<file path="src/rtl/nibble_serial_adder.sv">
// nibble_serial_adder: adds two WIDTH-bit operands one nibble per clock,
// least significant nibble first, behind a valid/ready handshake.
// WIDTH must be a multiple of 4 and at least 4.
module nibble_serial_adder #(
    parameter int WIDTH = 16
) (
    input  logic             clk,
    input  logic             rst_n,
    input  logic             in_valid,
    output logic             in_ready,
    input  logic [WIDTH-1:0] A,
    input  logic [WIDTH-1:0] B,
    input  logic             cin,
    output logic             out_valid,
    input  logic             out_ready,
    output logic [WIDTH-1:0] sum,
    output logic             cout,
    output logic [WIDTH:0]   finalsum,
    output logic             busy
);

    localparam int NIB = WIDTH / 4;
    localparam int KW  = (NIB > 1) ? $clog2(NIB) : 1;
    localparam logic [KW-1:0] K_LAST = KW'(NIB - 1);

    typedef enum logic [1:0] {
        IDLE = 2'd0,
        ADD  = 2'd1,
        DONE = 2'd2
    } state_t;

    state_t state_reg, state_next;

    logic [WIDTH-1:0] a_reg, a_next;
    logic [WIDTH-1:0] b_reg, b_next;
    logic [WIDTH-1:0] sum_reg, sum_next;
    logic             cout_reg, cout_next;
    logic             carry_reg, carry_next;
    logic [KW-1:0]    k_reg, k_next;

    // Nibble views of the latched operands and the sum with the current
    // nibble replaced by the adder result.
    logic [3:0]       a_nib [NIB];
    logic [3:0]       b_nib [NIB];
    logic [WIDTH-1:0] sum_upd;
    logic [4:0]       t;

    generate
        for (genvar gi = 0; gi < NIB; gi++) begin : g_nib
            assign a_nib[gi] = a_reg[4*gi +: 4];
            assign b_nib[gi] = b_reg[4*gi +: 4];
            assign sum_upd[4*gi +: 4] = (k_reg == KW'(gi)) ? t[3:0]
                                                           : sum_reg[4*gi +: 4];
        end
    endgenerate

    // The single 4-bit add cell shared by every nibble.
    assign t = {1'b0, a_nib[k_reg]} + {1'b0, b_nib[k_reg]} + {4'b0000, carry_reg};

    // State register.
    always_ff @(posedge clk or negedge rst_n) begin
        if (!rst_n) begin
            state_reg <= IDLE;
        end else begin
            state_reg <= state_next;
        end
    end

    // Next-state logic: accept, walk NIB nibbles, hold until consumed.
    always_comb begin
        state_next = state_reg;
        case (state_reg)
            IDLE:    if (in_valid)          state_next = ADD;
            ADD:     if (k_reg == K_LAST)   state_next = DONE;
            DONE:    if (out_ready)         state_next = IDLE;
            default:                        state_next = IDLE;
        endcase
    end

    // Handshake and result outputs decoded from state and datapath registers.
    always_comb begin
        in_ready  = (state_reg == IDLE);
        busy      = (state_reg == ADD);
        out_valid = (state_reg == DONE);
        sum       = sum_reg;
        cout      = cout_reg;
        finalsum  = {cout_reg, sum_reg};
    end

    // Datapath next values: operands latched only on accept; results are
    // cleared at accept so a stale sum never mixes with the new one.
    always_comb begin
        a_next     = a_reg;
        b_next     = b_reg;
        sum_next   = sum_reg;
        cout_next  = cout_reg;
        carry_next = carry_reg;
        k_next     = k_reg;
        case (state_reg)
            IDLE: begin
                if (in_valid) begin
                    a_next     = A;
                    b_next     = B;
                    sum_next   = '0;
                    cout_next  = 1'b0;
                    carry_next = cin;
                    k_next     = '0;
                end
            end
            ADD: begin
                sum_next   = sum_upd;
                carry_next = t[4];
                k_next     = k_reg + 1'b1;
                // The top carry leaves only through cout; it is never
                // recirculated into nibble 0.
                if (k_reg == K_LAST) begin
                    cout_next = t[4];
                end
            end
            default: ;
        endcase
    end

    // Datapath registers; reset discards any partial result.
    always_ff @(posedge clk or negedge rst_n) begin
        if (!rst_n) begin
            a_reg     <= '0;
            b_reg     <= '0;
            sum_reg   <= '0;
            cout_reg  <= 1'b0;
            carry_reg <= 1'b0;
            k_reg     <= '0;
        end else begin
            a_reg     <= a_next;
            b_reg     <= b_next;
            sum_reg   <= sum_next;
            cout_reg  <= cout_next;
            carry_reg <= carry_next;
            k_reg     <= k_next;
        end
    end

endmodule

</file>
<file path="config.mk">
export PLATFORM = sky130hd
export DESIGN_NAME = nibble_serial_adder
export DESIGN_NICKNAME = d
export VERILOG_FILES = /design/src/rtl/nibble_serial_adder.sv
export SDC_FILE = /design/constraint.sdc
export NUM_CORES = 1
export LEC_CHECK = 0
export CORE_ASPECT_RATIO = 1.4
export CORE_MARGIN = 1.5
export CORE_UTILIZATION = 43
export DETAILED_ROUTE_END_ITERATION = 7
export PLACE_DENSITY = 0.74
export REMOVE_ABC_BUFFERS = 1
export SLEW_MARGIN = 20
export SYNTH_ARGS = -nofsm -noshare
export SYNTH_HDL_FRONTEND = slang
export SYNTH_SLANG_ARGS = --single-unit
</file>
<file path="constraint.sdc">
create_clock -name clk -period 2.4 [get_ports clk]
set_input_delay 0.6 -clock clk [delete_from_list [all_inputs] [get_ports clk]]
set_output_delay 0.6 -clock clk [all_outputs]
set_load 0.1 [all_outputs]
</file>
==> impl_results.md <==
- Status: finished, final reports clean
- Worst Path Class, Setup: reg -> reg
- Minimum clock period: 2.35 ns
- Ys Warns: 0
- Clock Path Buffers: 2
- Routability Congestion: ~0.8
- Rel. slew slack: 61.3%
- Worst Path Max Fanout: 3
- Io pins: 74
- Setup Skew: 0.0106 ns
- DPL Wire Length: 4340 µm
- Layout Nets: 367
- Antenna violations before repair: 0
- Startpoint Class: register
- Final ANT Viol Nets: 0
- CP endpoint kind: register
- Vias per cell: just over 5
- Most frequent cells after synthesis: nand2_1, dfrtp_1, buf_4
- Final setup vio count: 0
- Die area: 6690 µm²
- Slew Limit Fails: 0
- Post-synthesis sequential area ratio: approximately half
- Area delta synth->final: 30.6%
- Port Buf Inserts: 73
- Number of max-cap violations: 0
- Count leader, synth: nand2_1
- Rows: 33
- Die Y: between 90 and 100 µm
- Area contributors post-synth: dfrtp_1, nand2_1, mux4_2
- Die X: between 60 and 70 µm
- RSZ-0062 raised after global routing: true
- Post-Syn Area: 2670 µm²
- Number of flops mapped to enable cells by yosys: 0
- H-tree levels: 2
- Critical Path AT: around 2.6 ns
- Mean post-synth cell area: just over 10 µm²
- Drt drc: 0
- Largest net degree at the start of global routing: 38
- First-pass GRT wire length: roughly 10000 µm
- ANT cells: 0
- Initial core utilization: 45.2%
- Area leader, netlist: dfrtp_1
- Synth top area share: between 50% and 60%
- Top FF cell, synth: dfrtp_1
- Hold Path Class: in -> async
- Clk sinks: 54
- Gate Count Post-Synth: 257
- Clock slew at reported path FFs: approximately 0.1 ns
- Wirelength, routed: around 6000 µm
- Worst EP required: roughly 2.6 ns
- Hold Violations, Final: 0
- Tightest Pin Transition: between 0.5 and 0.6 ns
- CTS root buf: clkbuf_8
- Clock Latency Late Sink: 0.31 ns
- Hold Buf Count CTS: 0
- Maximum clock rate: 425 MHz
- TNS Setup: 0 ns
- Core ar.: between 5000 and 6000 µm²
- DR pass1 iterations: 4
- Wire per inst: around 15 µm
- Layout cell share with drive strength beyond 1: a little over a quarter
- CTS buffer count: 5
- Via count: ~2000
- Seq cells post-synth: 54
- Synth cell types: 33
- Vias in the first global route: ~2100
- Final Cycle Share: between 90% and 100%
- TritonCTS clock tree: yes
- DRT iter0 DRCs: 112
- Tot GR Track Use: between 10% and 20%
- Congestion Overflow GR: 0
- Asr flop ratio synth: 100%
==> worst max-delay path, stage by stage, from the launching register on <==
cell	delay, ns
dfrtp_1	0.42
mux4_2	0.54
fa_2	0.39
fa_2	0.39
a21oi_4	0.15
o2bb2ai_2	0.09
mux2_4	0.26
==> layer usage <==
metal  track usage (%)  part of all wire, %  up-vias  wire (µm)
met5                 0                    0        -          0
met4              8.33                  1.6        0         92
met3              3.56                  4.6        7        268
met2              34.9                   53       58       3100
met1              21.2                   41      959       2430
li1                  -                    -      973          -
==> stage by stage <==
stage	setup slack [ns]	util [%]	instances	area [µm²]	hold slack [ns]
after floorplan	-0.242	-	227	2430	0.304
after global placement	0.00444	55.8	383	3300	0.454
after detailed placement	-0.0605	55.8	383	3300	0.459
after CTS	0.0000724	57.7	392	3410	0.277
after global routing	-0.0229	59.0	392	3480	0.302
final	0.0483	59.0	392	3480	0.259
==> kinds of logic after synthesis <==
family	Yosys count	share of synthesized area, %
adder cells (fa/ha/maj)	9	4.79
multiplexers	10	7.70
AND/OR/NAND/NOR	117	18.3
AO/OA/AOI/OAI	32	8.87
flip-flops	54	50.7
XOR/XNOR	1	0.329
buffers and inverters	34	9.29
==> layout by cell type (no fill, tap or decap), drive strengths merged, types with 3 or more instances in the layout <==
cell	count
buf	52
mux4	8
nand3	4
clkdlybuf4s50	35
ha	7
inv	4
nand2	100
nand3b	4
nor2	3
o31ai	7
o21ai	7
clkbuf	7
a21oi	4
dfrtp	54
a32o	6
o2bb2ai	4
==> final timing paths <==
path	cells past startpoint	startpoint	end	slack, ns
max in group asynchronous	2	rst_n	a_reg[3]	1.51
setup / recovery	6	k_reg[0]	cout	0.05
setup reg to reg	6	k_reg[0]	cout	0.05
min in group clk	2	a_reg[8]	a_reg[8]	0.48
hold reg to reg	2	a_reg[8]	a_reg[8]	0.48
hold / removal	1	rst_n	b_reg[3]	0.26
==> final cells by class <==
class	count	area, µm²
clock buffers	7	86.3
clock inverters	1	5.00
fillers	521	2420
inverters	4	15.0
multi-input cells	169	1160
flip-flops and latches	54	1350
well taps	70	87.6
repair buffers	87	779
==> timing repair <==
action | 4_1_cts | 5_1_grt
gates cloned | 0 | 0
gates resized for setup | 5 | 12
setup endpoints to repair | 3 | 7
pin swaps | 2 | 2
setup buffers | 1 | 0
Power is not shown: default switching activity piles up to over one toggle a cycle in this logic, so the estimate is an artifact.
==> RTL edit 1, RTL diff (same settings) <==
Re-encode `state_t` (3 states) as one-hot, 3 bits wide.
--- a/src/rtl/nibble_serial_adder.sv
+++ b/src/rtl/nibble_serial_adder.sv
@@ -25,6 +25,6 @@
 
-    typedef enum logic [1:0] {
-        IDLE = 2'd0,
-        ADD  = 2'd1,
-        DONE = 2'd2
+    typedef enum logic [2:0] {
+        IDLE = 3'b001,
+        ADD  = 3'b010,
+        DONE = 3'b100
     } state_t;
Function: same outputs for any inputs over 10 cycles, from zero or initial values and one cycle with rst_n low; not proved beyond that.
==> RTL edit 1 against the original RTL <==
- synthesized area down 0.33%
- worst setup slack better by 28 ps
- synthesized cell count down 28%
- utilization is 0.063 points higher
- cell area up 0.11%
- maximum frequency grew 1.2%
- non-clock buffer count decreased by 4
- routed wire length fell by 13%
- sequential cell count is 1 higher
- die area down 0.32%
Power is not shown: default switching activity piles up to over one toggle a cycle in this logic, so the estimate is an artifact.
==> RTL edit 1: results (changes against the original RTL) <==
metric	value	unit	change
slowest CP cell	mux4_2		unchanged
Total GRT Usage	0.163		was 0.189
RePlAce Congestion	0.759		was 0.789
Avg WL per Cell	15.9	um	was 15.0 um
CTS root buffer	clkbuf_8		unchanged
TritonCTS buffer count	5		unchanged
Crit path largest cell delay	540	ps	about the same
# port buffers	73		unchanged
vias in the first global route	1703		was 2,128
initial drt markers	126		was 112
Hold Path Class	primary input to asynchronous set/reset pin		unchanged
sequential-to-total area share from yosys stat	0.518		was 0.507
delay-heaviest family, CP	multiplexers		unchanged
Net count, final	295		was 367
Detailed Routing Iterations Pass 1	5		was 4
worst skew pair latency	310	ps	about the same
antenna fix cells	0		unchanged
worst r2r src	k_reg[0]$_DFFE_PN0P_		unchanged
Post-synth top cells	54 x dfrtp_1, 24 x mux2_2, 20 x buf_4		was 100 x nand2_1, 54 x dfrtp_1, 17 x buf_4
Crit Path Class	register to register		unchanged
distinct cell type count after synthesis	30		was 33
worst-path fanout max	8		was 3
layout cells sized above 1	0.428		was 0.264
dpl cells	308		was 383
DP Wirelength	3700	um	was 4340 um
H-tree level count	2		unchanged
status	completed		unchanged
Slew @ Worst Pin	633	ps	was 581 ps
maximum clock path buffer count	2		unchanged
Post-Place Setup Slack	-41.4	ps	was -60.5 ps
initial antenna violation count	0		unchanged
largest net degree at the start of global routing	40		was 38
Reg2Reg Depth	8		was 6
Final Skew	10.3	ps	was 10.6 ps
first-pass GRT wire length	8580	um	was 9860 um
Vias per Instance	5.30		was 5.09
Finished Layout Cells	320		was 392
Post-synth ARST share	1.00		unchanged
top_reg_cell synth	dfrtp_1		unchanged
Area after DPL	3300	um^2	unchanged
largest cells by area after synthesis	dfrtp_1 51%, mux2_2 10%, mux4_2 6.8%, buf_4 5.6%, mux2_4 5.1%		was dfrtp_1 51%, nand2_1 14%, mux4_2 6.8%, buf_4 4.8%, ha_1 3.3%
CTS clk-pin slew, worst paths	100	ps	about the same
Mapped Cells	184		was 257
Synth Warn #	0		unchanged
==> RTL edit 1: worst paths after layout <==
check,to,slack (ps)
max,sum[11]$_DFFE_PN0P_,80
max reg2reg,sum[11]$_DFFE_PN0P_,80
min in group clk,a_reg[6]$_DFFE_PN0P_,510
min reg2reg,a_reg[6]$_DFFE_PN0P_,510
min,state_reg[1]$_DFFE_PN0P_,300
max in group asynchronous,b_reg[13]$_DFFE_PN0P_,1520
==> RTL edit 1: layer usage <==
layer  global-route usage  wire length (um)  up-vias
li1                     -                 -      786
met1                0.212              2110      844
met2                0.270              2650       58
met3               0.0387               266        7
met4               0.0588                72        0
met5                    0                 0        -
==> RTL edit 1: timing repair <==
item / in CTS / in global routing
setup buffers: 0 / 4
resized for setup: 2 / 5
setup endpoints to repair: 5 / 10
pin swaps: 0 / 1
==> RTL edit 1: cell type report <==
class                           instances  area [um^2]
Inverter                                3         11.3
Timing Repair Buffer                   83          778
Tap cell                               70         87.6
Clock inverter                          2         60.1
Multi-Input combinational cell        101         1100
Clock buffer                            6         72.6
Sequential cell                        55         1380
Fill cell                             464         2420
==> RTL edit 1: logic make-up (layout without fill, tap and decap cells) <==
logic type / count (synthesis) / count (layout) / synth area share
simple gates: 18 / 18 / 0.0414
compound gates: 31 / 31 / 0.0895
flops: 55 / 55 / 0.518
buf+inv: 28 / 94 / 0.0758
xor+xnor: 2 / 2 / 0.00659
fa+ha+maj: 9 / 9 / 0.0480
mux: 41 / 41 / 0.220
==> RTL edit 1: stage by stage <==
| step | hold slack [ps] | util |
|---|---|---|
| after floorplan | 304 | - |
| after global placement | 486 | 0.558 |
| after detailed placement | 496 | 0.558 |
| after CTS | 314 | 0.582 |
| after global routing | 340 | 0.590 |
| final | 298 | 0.590 |
==> RTL edit 2, RTL diff (same flow settings) <==
Without the edit above. Change the parameter `WIDTH` from 16 to 32.
--- a/src/rtl/nibble_serial_adder.sv
+++ b/src/rtl/nibble_serial_adder.sv
@@ -4,3 +4,3 @@
 module nibble_serial_adder #(
-    parameter int WIDTH = 16
+    parameter int WIDTH = 32
 ) (
Ports: changed (resized A, B, finalsum and sum); port bits go from 74 to 138. The function was not compared with the original's and may differ.
==> RTL edit 2 against the original RTL <==
- cell area is 100% higher
- global-route usage is 1.5 points higher
- the flow now finishes with violations (negative setup slack)
- sequential cell count is 49 higher
- synthesized area is 94% higher
- utilization is 0.53 points higher
- routed wire length is 110% higher
- worst setup slack worse by 250 ps
- sequential share of layout area is 2.0 points lower
Power is left out: the tool's default activity adds up to more than one toggle a clock period on the data nets, which glitch-free logic cannot reach.
==> RTL edit 2: results (changes against the original RTL) <==
metric	value	unit	change
Min Hold Slack	230	ps	was 259 ps
final setup fails	25		was 0
Worst R2R End	sum[10]$_DFFE_PN0P_		was cout$_DFFE_PN0P_
DP Wirelength	8560	um	was 4340 um
Post-Place Setup Slack	-479	ps	was -60.5 ps
violated checks	negative setup slack		
H-tree level count	3		was 2
# port buffers	137		was 73
Synth Area in XOR/XNOR	0.00169		was 0.00328
Crit path largest cell delay	510	ps	was 540 ps
Synth Area in Adders	0.0294		was 0.0479
distinct cell type count after synthesis	40		was 33
worst skew pair latency	340	ps	was 310 ps
GR Layer Usage met1	0.252		was 0.212
Reg area	2580	um^2	was 1350 um^2
Total GRT Usage	0.204		was 0.189
initial drt markers	161		was 112
status	finished, violations left		was completed
largest cells by area after synthesis	dfrtp_1 50%, nand2_1 16%, mux4_2 7.0%, buf_4 5.6%, mux2_2 4.3%		was dfrtp_1 51%, nand2_1 14%, mux4_2 6.8%, buf_4 4.8%, ha_1 3.3%
Final Skew	8.42	ps	was 10.6 ps
Fillers	966		was 521
via count	4126		was 1,997
final setup margin	-203	ps	was 48.3 ps
post-synthesis compound-gate area fraction	0.0488		was 0.0887
die width	95.8	um	was 69.6 um
[RTL edit 2: cell count changes in the layout (fill, tap and decap cells not counted), sizes merged, moves of 6 or more]
cell / change
mux2: +19
dfrtp: +49
buf: +50
clkdlybuf4s50: +32
nand2: +120
inv: +6
and2: +7
o211ai: +9
o31ai: -6
mux4: +8
[RTL edit 2: routing by layer]
metal	vias to the layer above	share of wire
met1	2003	0.40
li1	1935	-
met2	163	0.51
met3	25	0.056
met4	0	0.030
met5	-	0
[RTL edit 2: what timing repair did]
action,CTS,global route
gates resized for setup,47,24
pin swaps,15,11
endpoints found under the setup margin,26,26
gates cloned,3,0
buffers inserted,7,1
hold endpoints to repair,0,0
[RTL edit 2: area by class of cell]
cell class / instances / share of cell area
Sequential cell: 103 / 0.368
Multi-Input combinational cell: 350 / 0.337
Timing Repair Buffer: 169 / 0.220
Clock buffer: 12 / 0.0352
Tap cell: 147 / 0.0263
Inverter: 11 / 0.00697
Clock inverter: 3 / 0.00626
